## config.mk

```make
export PLATFORM = sky130hd
export DESIGN_NAME = mac_dot_product_sequencer
export DESIGN_NICKNAME = d
export VERILOG_FILES = /design/src/rtl/mac_seq_pkg.sv /design/src/rtl/mac_seq_result_fifo.sv /design/src/rtl/mac_seq_result_fifo_chk.sv /design/src/rtl/mac_dot_product_sequencer.sv
export SDC_FILE = /design/constraint.sdc
export NUM_CORES = 1
export LEC_CHECK = 0
export CORE_MARGIN = 5
export CORE_UTILIZATION = 40
export CTS_CLUSTER_DIAMETER = 60
export DETAILED_ROUTE_END_ITERATION = 8
export DONT_BUFFER_PORTS = 1
export PLACE_DENSITY_LB_ADDON = 0.3
export SLEW_MARGIN = 10
export SYNTH_ARGS = -nofsm -noshare
export SYNTH_HDL_FRONTEND = slang
export SYNTH_SLANG_ARGS = --single-unit
export TNS_END_PERCENT = 30
```

## constraint.sdc

```tcl
create_clock -name clock0 -period 9.8 [get_ports clock0]
set_input_delay 0.98 -clock clock0 [delete_from_list [all_inputs] [get_ports clock0]]
set_output_delay 0.98 -clock clock0 [all_outputs]
set_load 0.02 [all_outputs]
```

## src/rtl/mac_seq_pkg.sv

```systemverilog
// Shared types for the dot-product sequencer: MAC lane geometry, the
// pipeline tag that rides alongside each operand beat, and the FSM states.
package mac_seq_pkg;

  localparam int MAC_LANES = 4;
  localparam int LANE_W    = 8;
  localparam int MAC_RES_W = 18;

  typedef struct packed {
    logic v;
    logic last;
  } tag_t;

  typedef enum logic [0:0] {
    S_IDLE = 1'b0,
    S_ACC  = 1'b1
  } state_t;

endpackage

```

## src/rtl/mac_seq_result_fifo.sv

```systemverilog
// Synchronous result FIFO (power-of-two depth) with an occupancy count used
// by the sequencer's credit logic. Head entry is presented combinationally.
module mac_seq_result_fifo #(
  parameter int W     = 33,
  parameter int DEPTH = 4
) (
  input  logic                   clk_i,
  input  logic                   rst_n_i,
  input  logic                   push_i,
  input  logic [W-1:0]           wdata_i,
  input  logic                   pop_i,
  output logic [W-1:0]           rdata_o,
  output logic [$clog2(DEPTH):0] count_o
);

  localparam int AW = $clog2(DEPTH);

  logic [W-1:0]  mem_q [DEPTH];
  logic [AW-1:0] wr_q;
  logic [AW-1:0] rd_q;
  logic [AW:0]   cnt_q;
  logic          do_pop;

  assign do_pop  = pop_i && (cnt_q != '0);
  assign rdata_o = mem_q[rd_q];
  assign count_o = cnt_q;

  // storage, pointers and occupancy; pointers wrap naturally at DEPTH
  always_ff @(posedge clk_i or negedge rst_n_i) begin
    if (!rst_n_i) begin
      wr_q  <= '0;
      rd_q  <= '0;
      cnt_q <= '0;
      for (int i = 0; i < DEPTH; i++) mem_q[i] <= '0;
    end else begin
      if (push_i) begin
        mem_q[wr_q] <= wdata_i;
        wr_q        <= wr_q + AW'(1);
      end
      if (do_pop) rd_q <= rd_q + AW'(1);
      cnt_q <= cnt_q + (AW+1)'(push_i) - (AW+1)'(do_pop);
    end
  end

  mac_seq_result_fifo_chk #(.DEPTH(DEPTH)) u_chk (
    .clk_i   (clk_i),
    .rst_n_i (rst_n_i),
    .push_i  (push_i),
    .pop_i   (do_pop),
    .count_i (cnt_q)
  );

endmodule

```

## src/rtl/mac_seq_result_fifo_chk.sv

```systemverilog
// Protocol checker for the result FIFO: a push into a full FIFO must always
// be paired with a pop, since upstream credits are meant to prevent overflow.
module mac_seq_result_fifo_chk #(
  parameter int DEPTH = 4
) (
  input logic                     clk_i,
  input logic                     rst_n_i,
  input logic                     push_i,
  input logic                     pop_i,
  input logic [$clog2(DEPTH):0]   count_i
);

  localparam int CW = $clog2(DEPTH) + 1;

  a_no_push_when_full: assert property (@(posedge clk_i) disable iff (!rst_n_i)
    !(push_i && !pop_i && (count_i == CW'(DEPTH))));

endmodule

```

## src/rtl/mac_dot_product_sequencer.sv

```systemverilog
// Feeds int8x4 beats to an external pipelined MAC, realigns its partial sums
// with a tag pipe, accumulates per vector and queues one result per vector.
module mac_dot_product_sequencer
  import mac_seq_pkg::*;
#(
  parameter int MAC_LATENCY = 3,
  parameter int ACC_W       = 32,
  parameter int RES_DEPTH   = 4,
  parameter int SATURATE    = 1
) (
  input  logic                        clock0,
  input  logic                        resetn,
  input  logic                        in_valid,
  output logic                        in_ready,
  input  logic [MAC_LANES*LANE_W-1:0] in_a,
  input  logic [MAC_LANES*LANE_W-1:0] in_b,
  input  logic                        in_last,
  output logic [LANE_W-1:0]           mac_dataa_0,
  output logic [LANE_W-1:0]           mac_dataa_1,
  output logic [LANE_W-1:0]           mac_dataa_2,
  output logic [LANE_W-1:0]           mac_dataa_3,
  output logic [LANE_W-1:0]           mac_datab_0,
  output logic [LANE_W-1:0]           mac_datab_1,
  output logic [LANE_W-1:0]           mac_datab_2,
  output logic [LANE_W-1:0]           mac_datab_3,
  input  logic [MAC_RES_W-1:0]        mac_result,
  output logic                        out_valid,
  input  logic                        out_ready,
  output logic [ACC_W-1:0]            out_data,
  output logic                        out_sat,
  output logic                        busy
);

  localparam int CW = $clog2(RES_DEPTH) + 1;

  typedef struct packed {
    logic [ACC_W-1:0] data;
    logic             sat;
  } res_t;

  // Returns {overflow, result}; clamps to the signed ACC_W range when saturating.
  function automatic logic [ACC_W:0] sat_add(input logic [ACC_W-1:0] acc,
                                             input logic [MAC_RES_W-1:0] term);
    logic [ACC_W:0] wide;
    wide = {acc[ACC_W-1], acc} + {{(ACC_W+1-MAC_RES_W){term[MAC_RES_W-1]}}, term};
    if ((SATURATE != 0) && (wide[ACC_W] != wide[ACC_W-1])) begin
      sat_add = {1'b1, wide[ACC_W], {(ACC_W-1){~wide[ACC_W]}}};
    end else begin
      sat_add = {1'b0, wide[ACC_W-1:0]};
    end
  endfunction

  logic                        accept;
  logic                        push;
  logic                        pop;
  logic                        tags_busy;
  tag_t                        new_tag;
  tag_t [MAC_LATENCY:0]        tag_q;
  tag_t                        rtag_q;
  logic [MAC_RES_W-1:0]        rmac_q;
  logic [MAC_LANES*LANE_W-1:0] a_q;
  logic [MAC_LANES*LANE_W-1:0] b_q;
  logic [CW-1:0]               lif_q;
  logic [CW-1:0]               lif_d;
  logic [CW-1:0]               fifo_count;
  state_t                      state_q;
  state_t                      state_d;
  logic [ACC_W-1:0]            acc_q;
  logic [ACC_W-1:0]            acc_d;
  logic                        sat_q;
  logic                        sat_d;
  logic [ACC_W-1:0]            base_acc;
  logic                        base_sat;
  logic [ACC_W:0]              sum_w;
  res_t                        push_data;
  res_t                        head;

  // Credits: FIFO slots not yet claimed by a stored result or a last beat in flight.
  assign in_ready     = (fifo_count + lif_q) < CW'(RES_DEPTH);
  assign accept       = in_valid && in_ready;
  assign pop          = out_valid && out_ready;
  assign new_tag.v    = accept;
  assign new_tag.last = accept && in_last;
  assign lif_d        = lif_q + CW'(new_tag.last) - CW'(push);

  assign mac_dataa_0 = a_q[7:0];
  assign mac_dataa_1 = a_q[15:8];
  assign mac_dataa_2 = a_q[23:16];
  assign mac_dataa_3 = a_q[31:24];
  assign mac_datab_0 = b_q[7:0];
  assign mac_datab_1 = b_q[15:8];
  assign mac_datab_2 = b_q[23:16];
  assign mac_datab_3 = b_q[31:24];

  // operand drive, tag pipe and registered MAC result (tag and sum meet in rtag_q/rmac_q)
  always_ff @(posedge clock0 or negedge resetn) begin
    if (!resetn) begin
      a_q    <= '0;
      b_q    <= '0;
      tag_q  <= '0;
      rtag_q <= '0;
      rmac_q <= '0;
      lif_q  <= '0;
    end else begin
      a_q    <= accept ? in_a : '0;
      b_q    <= accept ? in_b : '0;
      tag_q  <= {tag_q[MAC_LATENCY-1:0], new_tag};
      rtag_q <= tag_q[MAC_LATENCY];
      rmac_q <= mac_result;
      lif_q  <= lif_d;
    end
  end

  // accumulator state register
  always_ff @(posedge clock0 or negedge resetn) begin
    if (!resetn) begin
      state_q <= S_IDLE;
      acc_q   <= '0;
      sat_q   <= 1'b0;
    end else begin
      state_q <= state_d;
      acc_q   <= acc_d;
      sat_q   <= sat_d;
    end
  end

  // accumulator next state
  always_comb begin
    state_d = state_q;
    case (state_q)
      S_IDLE: begin
        if (rtag_q.v && !rtag_q.last) state_d = S_ACC;
        else                          state_d = S_IDLE;
      end
      S_ACC: begin
        if (rtag_q.v && rtag_q.last) state_d = S_IDLE;
        else                         state_d = S_ACC;
      end
      default: state_d = S_IDLE;
    endcase
  end

  // accumulator datapath; in S_IDLE the running sum starts from zero
  always_comb begin
    base_acc       = (state_q == S_ACC) ? acc_q : '0;
    base_sat       = (state_q == S_ACC) && sat_q;
    sum_w          = sat_add(base_acc, rmac_q);
    push_data.data = sum_w[ACC_W-1:0];
    push_data.sat  = base_sat | sum_w[ACC_W];
    push           = rtag_q.v && rtag_q.last;
    if (rtag_q.v && !rtag_q.last) begin
      acc_d = push_data.data;
      sat_d = push_data.sat;
    end else if (rtag_q.v) begin
      acc_d = '0;
      sat_d = 1'b0;
    end else begin
      acc_d = acc_q;
      sat_d = sat_q;
    end
  end

  // any beat still travelling through the MAC alignment pipe
  always_comb begin
    tags_busy = rtag_q.v;
    for (int i = 0; i <= MAC_LATENCY; i++) tags_busy = tags_busy | tag_q[i].v;
  end

  assign busy      = tags_busy || (lif_q != '0) || (state_q == S_ACC) || out_valid;
  assign out_valid = (fifo_count != '0);
  assign out_data  = head.data;
  assign out_sat   = head.sat;

  mac_seq_result_fifo #(.W(ACC_W + 1), .DEPTH(RES_DEPTH)) u_fifo (
    .clk_i   (clock0),
    .rst_n_i (resetn),
    .push_i  (push),
    .wdata_i (push_data),
    .pop_i   (pop),
    .rdata_o (head),
    .count_o (fifo_count)
  );

endmodule

```

==> summary.md, run 1 <==
| Metric | Value |
|---|---|
| Post-CTS Resized | `0` |
| Hold_buf cts | `0` |
| Critical path required time | `10260 ps` |
| Die Footprint | `35100 um^2` |
| Achievable clock frequency | `0.195 GHz` |
| Status | `finished, final reports clean` |
| Post-route ant nets | `0` |
| Largest net degree at the start of global routing | `269` |
| Fin util | `0.442` |
| RePlAce Congestion | `0.900` |
| GRT overflow | `0` |
| Final Setup Violations | `0` |
| P per Cell Area | `407 nW/um^2` |
| HPWL Detailed | `20.3 mm` |
| PortBufs | `0` |
| Clock Latency Late Sink | `560 ps` |
| Number of buffers created by CTS | `31` |
| Multi-input gate area | `5440 um^2` |
| Post-Route WL | `30.2 mm` |
| First-pass GRT wire length | `48.3 mm` |
| Total leakage power | `6.37 nW` |
| Maximum root-to-sink buffer count | `3` |
| Clk_skew | `12.4 ps` |
| Vias per cell | `5.47` |
| Layout Nets | `1248` |
| Area Overhead vs Synth | `9.97%` |
| Fin. max-slew vios | `0` |
| Startpoint Class | `flip-flop` |
| Crit Path Class | `reg -> reg` |
| Reg2reg setup slack | `4660 ps` |
| Final hold violation count | `0` |
| Root Driver | `clkbuf_16` |
| Gate Count Post-Synth | `1161` |
| Number of post-CTS setup repair buffers | `0` |
| #FFs+latches synth | `268` |
| Mapped Area | `12600 um^2` |
| Max-cap violations | `0` |
| GR Util All Layers | `0.168` |
| Final min period | `5140 ps` |
| DRC viols | `0` |
| Largest cells by area after synthesis | `dfrtp_1 (53%), mux4_2 (5.9%), nand2_1 (4.6%)` |
| RSZ-0062 raised after global routing | `false` |
| Seq/Total Area, Yosys | `0.532` |
| Core area | `31300 um^2` |
| Peak supply drop | `0.000216 V` |
| Horiz. Die Dim | `187 um` |
| Crit end category | `flip-flop` |
| Initial antenna violation count | `3` |
| Post-synth top area cell | `dfrtp_1` |
| # IOs | `187` |
| # fillers | `2870` |
| Least-Margin Pin Slew | `1110 ps` |
| Tcrit/Tclk final | `0.524` |
| Mean post-synth cell area | `10.9 um^2` |
| Reg2Reg Depth | `13` |
| TritonCTS clock tree | `yes` |
| Clk slew on worst S/H paths | `60 ps` |
| Setup TNS | `0 ps` |
| WL/cell | `19.5 um` |
| Detailed Route Iter0 Violations | `667` |
| Detailed Routing Iterations Pass 1 | `5` |
| Ys flop type | `dfrtp_1` |
| Worst hold path class | `in -> async` |
| Most common cell in the netlist | `dfrtp_1` |
| Hold_ws | `120 ps` |
| Max-Slew Margin vs Limit | `0.244` |
| Critical path peak fanout | `35` |
| Std cell rows | `65` |
| Initial Util | `0.402` |
| Synth unique cells | `69` |
| Htree depth | `1` |
| Via count | `8457` |
| CP arrival | `5600 ps` |
| Die height | `187 um` |
| Ys async rst share | `1.00` |
| EDFF count, synth | `0` |
| Most common library cells after synthesis | `dfrtp_1 (268), nand2_1 (156), o21ai_0 (75)` |
| Share of layout cells above drive strength 1 | `0.118` |
| Clk sinks | `268` |
| Total power | `5.64 mW` |
| Yosys Warn Count | `0` |
| FF/Latch Area | `6710 um^2` |
| Vias in the first global route | `8443` |
| Post-synth net total | `1292` |
| Post-synth top area share | `0.532` |
==> metrics by stage <==
step / cell area (um^2) / worst slack (ps) / std cells
6_report: 13900 / 4660 / 1545
5_1_grt: 13900 / 4200 / 1544
4_1_cts: 13900 / 4690 / 1544
3_5_place_dp: 12800 / 4740 / 1486
3_3_place_gp: 12800 / 4830 / 1486
2_1_floorplan: 12600 / 6440 / 1161
==> routing by layer <==
| metal | share of wire | vias to the layer above | global-route usage | wire (um) |
|---|---|---|---|---|
| li1 | - | 4022 | - | - |
| met1 | 0.46 | 4155 | 0.243 | 14000 |
| met2 | 0.46 | 233 | 0.266 | 13900 |
| met3 | 0.054 | 43 | 0.0347 | 1640 |
| met4 | 0.019 | 4 | 0.0325 | 569 |
| met5 | 0.00096 | - | 0 | 29 |
==> layout make-up <==
type	instances	share of cell area
diodes	1	0.000181
clock buffers	42	0.0626
clock inverters	16	0.0149
inverters	24	0.00650
multi-input cells	787	0.393
flip-flops and latches	268	0.484
well taps	402	0.0363
repair buffers	5	0.00271
==> path summary, 6_finish.rpt <==
check,start,end
worst max register to register,state_q,u_fifo.mem_q[31]
max in group asynchronous,resetn,rmac_q[17]
min in group clock0,tag_q[4],tag_q[6]
worst min register to register,tag_q[4],tag_q[6]
worst max-delay path,state_q,u_fifo.mem_q[31]
worst min-delay path,resetn,u_fifo.mem_q[106]
==> placed cells by master (no fill, tap or decap), types with 11 or more instances in the layout <==
cell,count
a21oi_1,64
and2_1,34
and3_1,74
clkbuf_16,31
dfrtp_1,267
ha_1,41
inv_1,23
mux4_2,33
nand2_1,152
nand3_1,11
nor2_1,47
o21ai_0,75
o21ai_1,74
o2bb2ai_1,19
xnor2_1,25
==> flip-flops by register name (all words and copies together), names as in the netlist <==
name	count
u_fifo.rd_q	2
u_fifo.wr_q	2
rtag_q	2
acc_q	32
tag_q	8
lif_q	3
a_q	32
u_fifo.count_o	3
state_q	1
u_fifo.mem_q	132
b_q	32
rmac_q	18
sat_q	1
==> critical path, stage by stage (launching register included) <==
cell       delay (ps)
dfrtp_1           720
and2_1            310
ha_1              220
inv_1              90
fa_1              180
nand2b_1          170
a21oi_1           100
o2111ai_1         370
a21oi_2           170
a211oi_2          580
nand2b_1          600
mux2i_4          1060
a31oi_1           220
o21ai_0           220
==> logic make-up after synthesis <==
family / count (synthesis) / share of synthesized area
adder cells (fa/ha/maj): 44 / 0.0455
AND/OR/NAND/NOR: 360 / 0.140
XOR/XNOR: 36 / 0.0250
multiplexers: 35 / 0.0626
buffers and inverters: 106 / 0.0372
AO/OA/AOI/OAI: 312 / 0.158
flip-flops: 268 / 0.532
==> power breakdown <==
| group | leakage, nW | total (mW) | internal, mW | switching, mW |
|---|---|---|---|---|
| combinational | 2.34 | 2.46 | 0.885 | 1.58 |
| clock | 0.534 | 1.19 | 0.709 | 0.476 |
| sequential | 3.50 | 2.00 | 1.56 | 0.439 |
Power figures use the tool's default switching activity.
==> run 2, diff against run 1 <==
- clock period: 9.8 -> 5.25 ns (I/O delays scaled with it)
==> summary.md, run 2 (synthesis gave the netlist of run 1 again) <==
| Metric | Value |
|---|---|
| Final min period | `4300 ps (-835 ps)` |
| Vias in the first global route | `8694 (+3.0%)` |
| Area post-placement | `12800 um^2 (+0.29%)` |
| Final Setup Violations | `0 (unchanged)` |
| Fin util | `0.447 (+0.00492)` |
| Clock Latency Late Sink | `560 ps (about the same)` |
| CP cell instances | `buf_4 > and2_1 > ha_1 > a211oi_2 > o211ai_1 > a41oi_2 > a211oi_1 > a211oi_2 > nand2b_1 > mux2i_4 > buf_4 > nor2_1 > a21oi_1` |
| Post-Route WL | `30.5 mm (+1.1%)` |
| Post-CTS Resized | `0 (unchanged)` |
| Crit end category | `flip-flop` |
| Die Footprint | `35100 um^2 (unchanged)` |
| RePlAce Congestion | `0.857 (-4.7%)` |
| Crit path buf inv count | `2 (+1)` |
| Die height | `187 um (unchanged)` |
| Std cell rows | `65 (unchanged)` |
| FF/Latch Area | `6710 um^2 (unchanged)` |
| Max-cap violations | `0 (unchanged)` |
| Clk_skew | `12.4 ps (+0.0394 ps)` |
| Root Driver | `clkbuf_16` |
| Final cell count without fillers | `1565 (+1.3%)` |
| Worst hold path class | `in -> async` |
| Number of buffers created by CTS | `29 (-6.5%)` |
| Largest net degree at the start of global routing | `269 (unchanged)` |
| Final Cell Area | `14000 um^2 (+1.1%)` |
| PortBufs | `0 (unchanged)` |
| Total leakage power | `6.44 nW (+1.1%)` |
| Core area | `31300 um^2 (unchanged)` |
| Top cell family by delay on the critical path | `compound AO/OA/AOI/OAI gates` |
| Crit Path Class | `reg -> reg` |
| Via count | `8474 (+0.20%)` |
| Max-Slew Margin vs Limit | `0.259 (+0.0152)` |
| Multi-input gate area | `5440 um^2 (unchanged)` |
| First-pass GRT wire length | `49.7 mm (+2.9%)` |
| Crit path largest cell delay | `620 ps (-440 ps)` |
| Vias per cell | `5.41 (-1.1%)` |
| Detailed Route Iter0 Violations | `685 (+2.7%)` |
| Most frequent cells in the layout | `dfrtp_1 (267), nand2_1 (152), o21ai_0 (75)` |
| # IOs | `187 (unchanged)` |
| Violated checks | `hold timing` |
| Initial Util | `0.402 (unchanged)` |
| Least-Margin Pin Slew | `1110 ps (-2.97 ps)` |
| Critical path required time | `5730 ps (-4530 ps)` |
| Detailed Routing Iterations Pass 1 | `5 (unchanged)` |
| Horiz. Die Dim | `187 um (unchanged)` |
| Peak supply drop | `0.000422 V (+96%)` |
| Achievable clock frequency | `0.232 GHz (+19%)` |
| # fillers | `2912 (+1.5%)` |
| Maximum root-to-sink buffer count | `3 (unchanged)` |
| P per Cell Area | `748 nW/um^2 (+84%)` |
| Number of post-CTS setup repair buffers | `0 (unchanged)` |
| RSZ-0062 raised after global routing | `false` |
| Largest register by flop count | `u_fifo.mem_q` |
| HPWL Detailed | `21.0 mm (+3.3%)` |
| Inst Count DP | `1491 (+0.34%)` |
| Initial antenna violation count | `2 (-1)` |
| Post-route ant nets | `0 (unchanged)` |
| Setup TNS | `0 ps (unchanged)` |
| Startpoint Class | `flip-flop` |
| GR Util All Layers | `0.172 (+0.00391)` |
| Share of layout cells above drive strength 1 | `0.121 (+0.00237)` |
| Area Overhead vs Synth | `11.2%` |
| CP arrival | `4790 ps (-810 ps)` |
| Tcrit/Tclk final | `0.820 (+0.295)` |
| Max FFs per register | `132 (unchanged)` |
| Hold_ws | `-331 ps (-451 ps)` |
| Layout Nets | `1269 (+1.7%)` |
| Most common cell after layout, fill and taps aside | `dfrtp_1` |
| GRT overflow | `0 (unchanged)` |
| TritonCTS clock tree | `yes` |
| Critical path peak fanout | `17 (-51%)` |
| Clk slew on worst S/H paths | `60 ps (about the same)` |
| WL/cell | `19.5 um (-0.19%)` |
| Fin. max-slew vios | `0 (unchanged)` |
| Final hold violation count | `268 (+268)` |
| Hold_buf cts | `18 (+18)` |
| Clk sinks | `268 (unchanged)` |
| Htree depth | `1 (unchanged)` |
| Crit-path slowest cell | `a211oi_2` |
| DRC viols | `0 (unchanged)` |
| Status | `finished with violations` |
run 2: changes by cell type in the layout (fill, tap and decap cells not counted), sizes merged:
cell	before	now
clkbuf	42	34
clkinvlp	0	1
bufinv	3	4
clkinv	10	13
diode	1	2
dlygate4sd3	0	18
buf	5	10
inv	27	26
run 2: worst paths after layout:
kind | start | endpoint | slack [ps] | cells past startpoint
worst max-delay path | state_q | u_fifo.mem_q[69] | 950 | 13
worst min-delay path | resetn | u_fifo.mem_q[72] | -330 | 0
worst max register to register | state_q | u_fifo.mem_q[69] | 950 | 13
worst min register to register | tag_q[6] | rtag_q[0] | 340 | 0
max in group asynchronous | resetn | rmac_q[7] | 5030 | 0
min in group clock0 | in_valid | tag_q[1] | 110 | 1
run 2: cell type report:
class,instances,share of cell area
flip-flops and latches,268,0.479
multi-input cells,787,0.388
clock buffers,34,0.0553
well taps,402,0.0359
repair buffers,28,0.0182
clock inverters,20,0.0166
inverters,24,0.00643
diodes,2,0.000357
run 2: metrics by stage:
stage,power [mW],worst slack (ps)
detailed placement,8.39,1010
global route,11.2,596
floorplan,7.18,1890
global placement,8.32,1170
CTS,10.6,983
finish,10.5,946
run 2: per-layer routing:
layer | global-route usage | wire length, um | up-vias
li1 | - | - | 4064
met1 | 0.245 | 14000 | 4126
met2 | 0.275 | 14100 | 235
met3 | 0.0364 | 1770 | 49
met4 | 0.0333 | 703 | 0
met5 | 0 | 0 | -
run 2: report_power, final:
part / switching, mW / total [mW] / internal, mW
combinational: 2.94 / 4.62 / 1.68
sequential: 0.834 / 3.74 / 2.91
clock: 0.859 / 2.12 / 1.26
total: 4.63 / 10.5 / 5.85
run 2: worst register-to-register path, stage by stage (launching register included):
cell,delay [ps]
dfrtp_1,560
buf_4,250
and2_1,140
ha_1,380
a211oi_2,290
o211ai_1,160
a41oi_2,280
a211oi_1,130
a211oi_2,620
nand2b_1,220
mux2i_4,550
buf_4,370
nor2_1,100
a21oi_1,190
==> run 3, diff against run 2 <==
- clock period: 5.25 -> 3.45 ns (I/O delays scaled with it)
==> summary.md, run 3 (synthesis gave the netlist of run 1 again) <==
| Metric | Value |
|---|---|
| Fin. max-slew vios | `0 (unchanged)` |
| Number of buffers created by CTS | `31 (+6.9%)` |
| Post-Route WL | `32.6 mm (+6.7%)` |
| PortBufs | `0 (unchanged)` |
| Violated checks | `hold timing` |
| GRT overflow | `0 (unchanged)` |
| P per Cell Area | `1120 nW/um^2 (+50%)` |
| Final Setup Violations | `0 (unchanged)` |
| Final hold violation count | `268 (unchanged)` |
| Max-Slew Margin vs Limit | `0.418 (+0.159)` |
| Critical path required time | `3880 ps (-1850 ps)` |
| Max-cap violations | `0 (unchanged)` |
| Maximum root-to-sink buffer count | `3 (unchanged)` |
| # IOs | `187 (unchanged)` |
| Area Overhead vs Synth | `25.2%` |
| Achievable clock frequency | `0.297 GHz (+28%)` |
| Horiz. Die Dim | `187 um (unchanged)` |
| Detailed Route Iter0 Violations | `531 (-22%)` |
| Total leakage power | `7.29 nW (+13%)` |
| Startpoint Class | `flip-flop` |
| Crit end category | `flip-flop` |
| Vias in the first global route | `9321 (+7.2%)` |
| Detailed Routing Iterations Pass 1 | `5 (unchanged)` |
| TritonCTS clock tree | `yes` |
| Crit Path Class | `reg -> reg` |
| Vias per cell | `5.31 (-1.9%)` |
| Tcrit/Tclk final | `0.977 (+0.157)` |
| Reg2Reg Depth | `14 (+1)` |
| Core area | `31300 um^2 (unchanged)` |
| Die Footprint | `35100 um^2 (unchanged)` |
| Max FFs per register | `132 (unchanged)` |
| RePlAce Congestion | `0.875 (+2.1%)` |
| First-pass GRT wire length | `51.5 mm (+3.7%)` |
| Most common cell after layout, fill and taps aside | `dfrtp_1` |
| Root Driver | `clkbuf_16` |
| DRC viols | `0 (unchanged)` |
| Setup slack after layout | `80.7 ps (-866 ps)` |
| Peak supply drop | `0.000612 V (+45%)` |
| # fillers | `2767 (-5.0%)` |
| Clk sinks | `268 (unchanged)` |
| Hold_buf cts | `84 (+66)` |
| Post-place setup slack | `-164 ps (-1180 ps)` |
| # diodes | `0 (-2)` |
| Hold_ws | `-537 ps (-206 ps)` |
| Clk slew on worst S/H paths | `60 ps (about the same)` |
| Least-Margin Pin Slew | `871 ps (-236 ps)` |
| Clk_skew | `29.4 ps (+17.0 ps)` |
| Most frequent cells in the layout | `dfrtp_1 (266), nand2_1 (151), buf_4 (92)` |
| Status | `finished with violations` |
| R2R Path Start | `state_q` |
| CP arrival | `3800 ps (-990 ps)` |
| Initial antenna violation count | `0 (-2)` |
| Share of layout cells above drive strength 1 | `0.198 (+0.0778)` |
| Setup TNS | `0 ps (unchanged)` |
| Critical path peak fanout | `7 (-10)` |
| Via count | `9178 (+8.3%)` |
| Final min period | `3370 ps (-934 ps)` |
| Htree depth | `1 (unchanged)` |
| HPWL Detailed | `21.8 mm (+4.0%)` |
| GR Util All Layers | `0.179 (+0.00693)` |
| Worst r2r dst | `u_fifo.mem_q[7]` |
| Largest net degree at the start of global routing | `269 (unchanged)` |
| Die height | `187 um (unchanged)` |
| Layout Nets | `1432 (+13%)` |
| Reg2reg setup slack | `80 ps (-870 ps)` |
| Post-route ant nets | `0 (unchanged)` |
| WL/cell | `18.8 um (-3.4%)` |
| Std cell rows | `65 (unchanged)` |
| Worst hold path class | `in -> async` |
| Clock Latency Late Sink | `590 ps (+30 ps)` |
| Initial Util | `0.402 (unchanged)` |
| Largest register by flop count | `u_fifo.mem_q` |
[run 3: critical path: stages (launching register included)]
cell and delay, ps:
dfrtp_2 440, buf_4 180, and2_1 170, ha_1 290, buf_4 160, nand4_1 230
nor2_2 100, a22oi_1 220, nand2_2 150, a31oi_4 300, nor2b_4 270, buf_4 150
nor2_1 60, o32ai_4 360, o21ai_0 150
[run 3: power breakdown]
part | switching (mW) | total (mW) | internal [mW]
Sequential | 1.24 | 5.67 | 4.42
Clock | 1.36 | 3.51 | 2.14
Combinational | 4.92 | 8.53 | 3.61
Total | 7.53 | 17.7 | 10.2
[run 3: cell type report]
cell class,instances,area (um^2),share of cell area
timing repair buffer,188,1720,0.109
tap,402,503,0.0319
sequential,268,6710,0.425
inverter,24,90.1,0.00571
clock inverter,16,256,0.0163
multi-input combinational,788,5640,0.358
clock buffer,42,857,0.0543
[run 3: how the worst max path moves through the flow]
stage / depth (start not counted) / to / start
after floorplan: 17 / acc_q[2] / state_q
after global placement: 13 / acc_q[4] / state_q
after detailed placement: 15 / acc_q[2] / state_q
after CTS: 16 / u_fifo.mem_q[58] / state_q
after global routing: 15 / acc_q[25] / state_q
final: 14 / u_fifo.mem_q[7] / state_q
[run 3: repair_timing]
item                                    in CTS  in global routing
pin swaps                                    3                 19
endpoints found under the hold margin      352                268
gates cloned                                 1                  3
buffers inserted                             4                 11
resized for setup                            4                 43
endpoints found under the setup margin      69                160
[run 3: routing by layer]
| layer | vias to the layer above | track usage | wire length [um] |
|---|---|---|---|
| li1 | 4377 | - | - |
| met4 | 0 | 0.0370 | 621 |
| met2 | 232 | 0.289 | 15500 |
| met1 | 4520 | 0.253 | 14700 |
| met3 | 49 | 0.0360 | 1770 |
| met5 | - | 0 | 0 |
[run 3: through the flow]
step	hold slack, ps	instances	utilization	cell area, um^2	total power, mW
after floorplan	49.4	1161	-	12600	10.9
after global placement	60.9	1567	0.429	13400	13.4
after detailed placement	60.7	1567	0.429	13400	13.5
after CTS	-570	1714	0.494	15500	17.3
after global routing	-570	1728	0.504	15800	18.8
final	-537	1728	0.504	15800	17.7
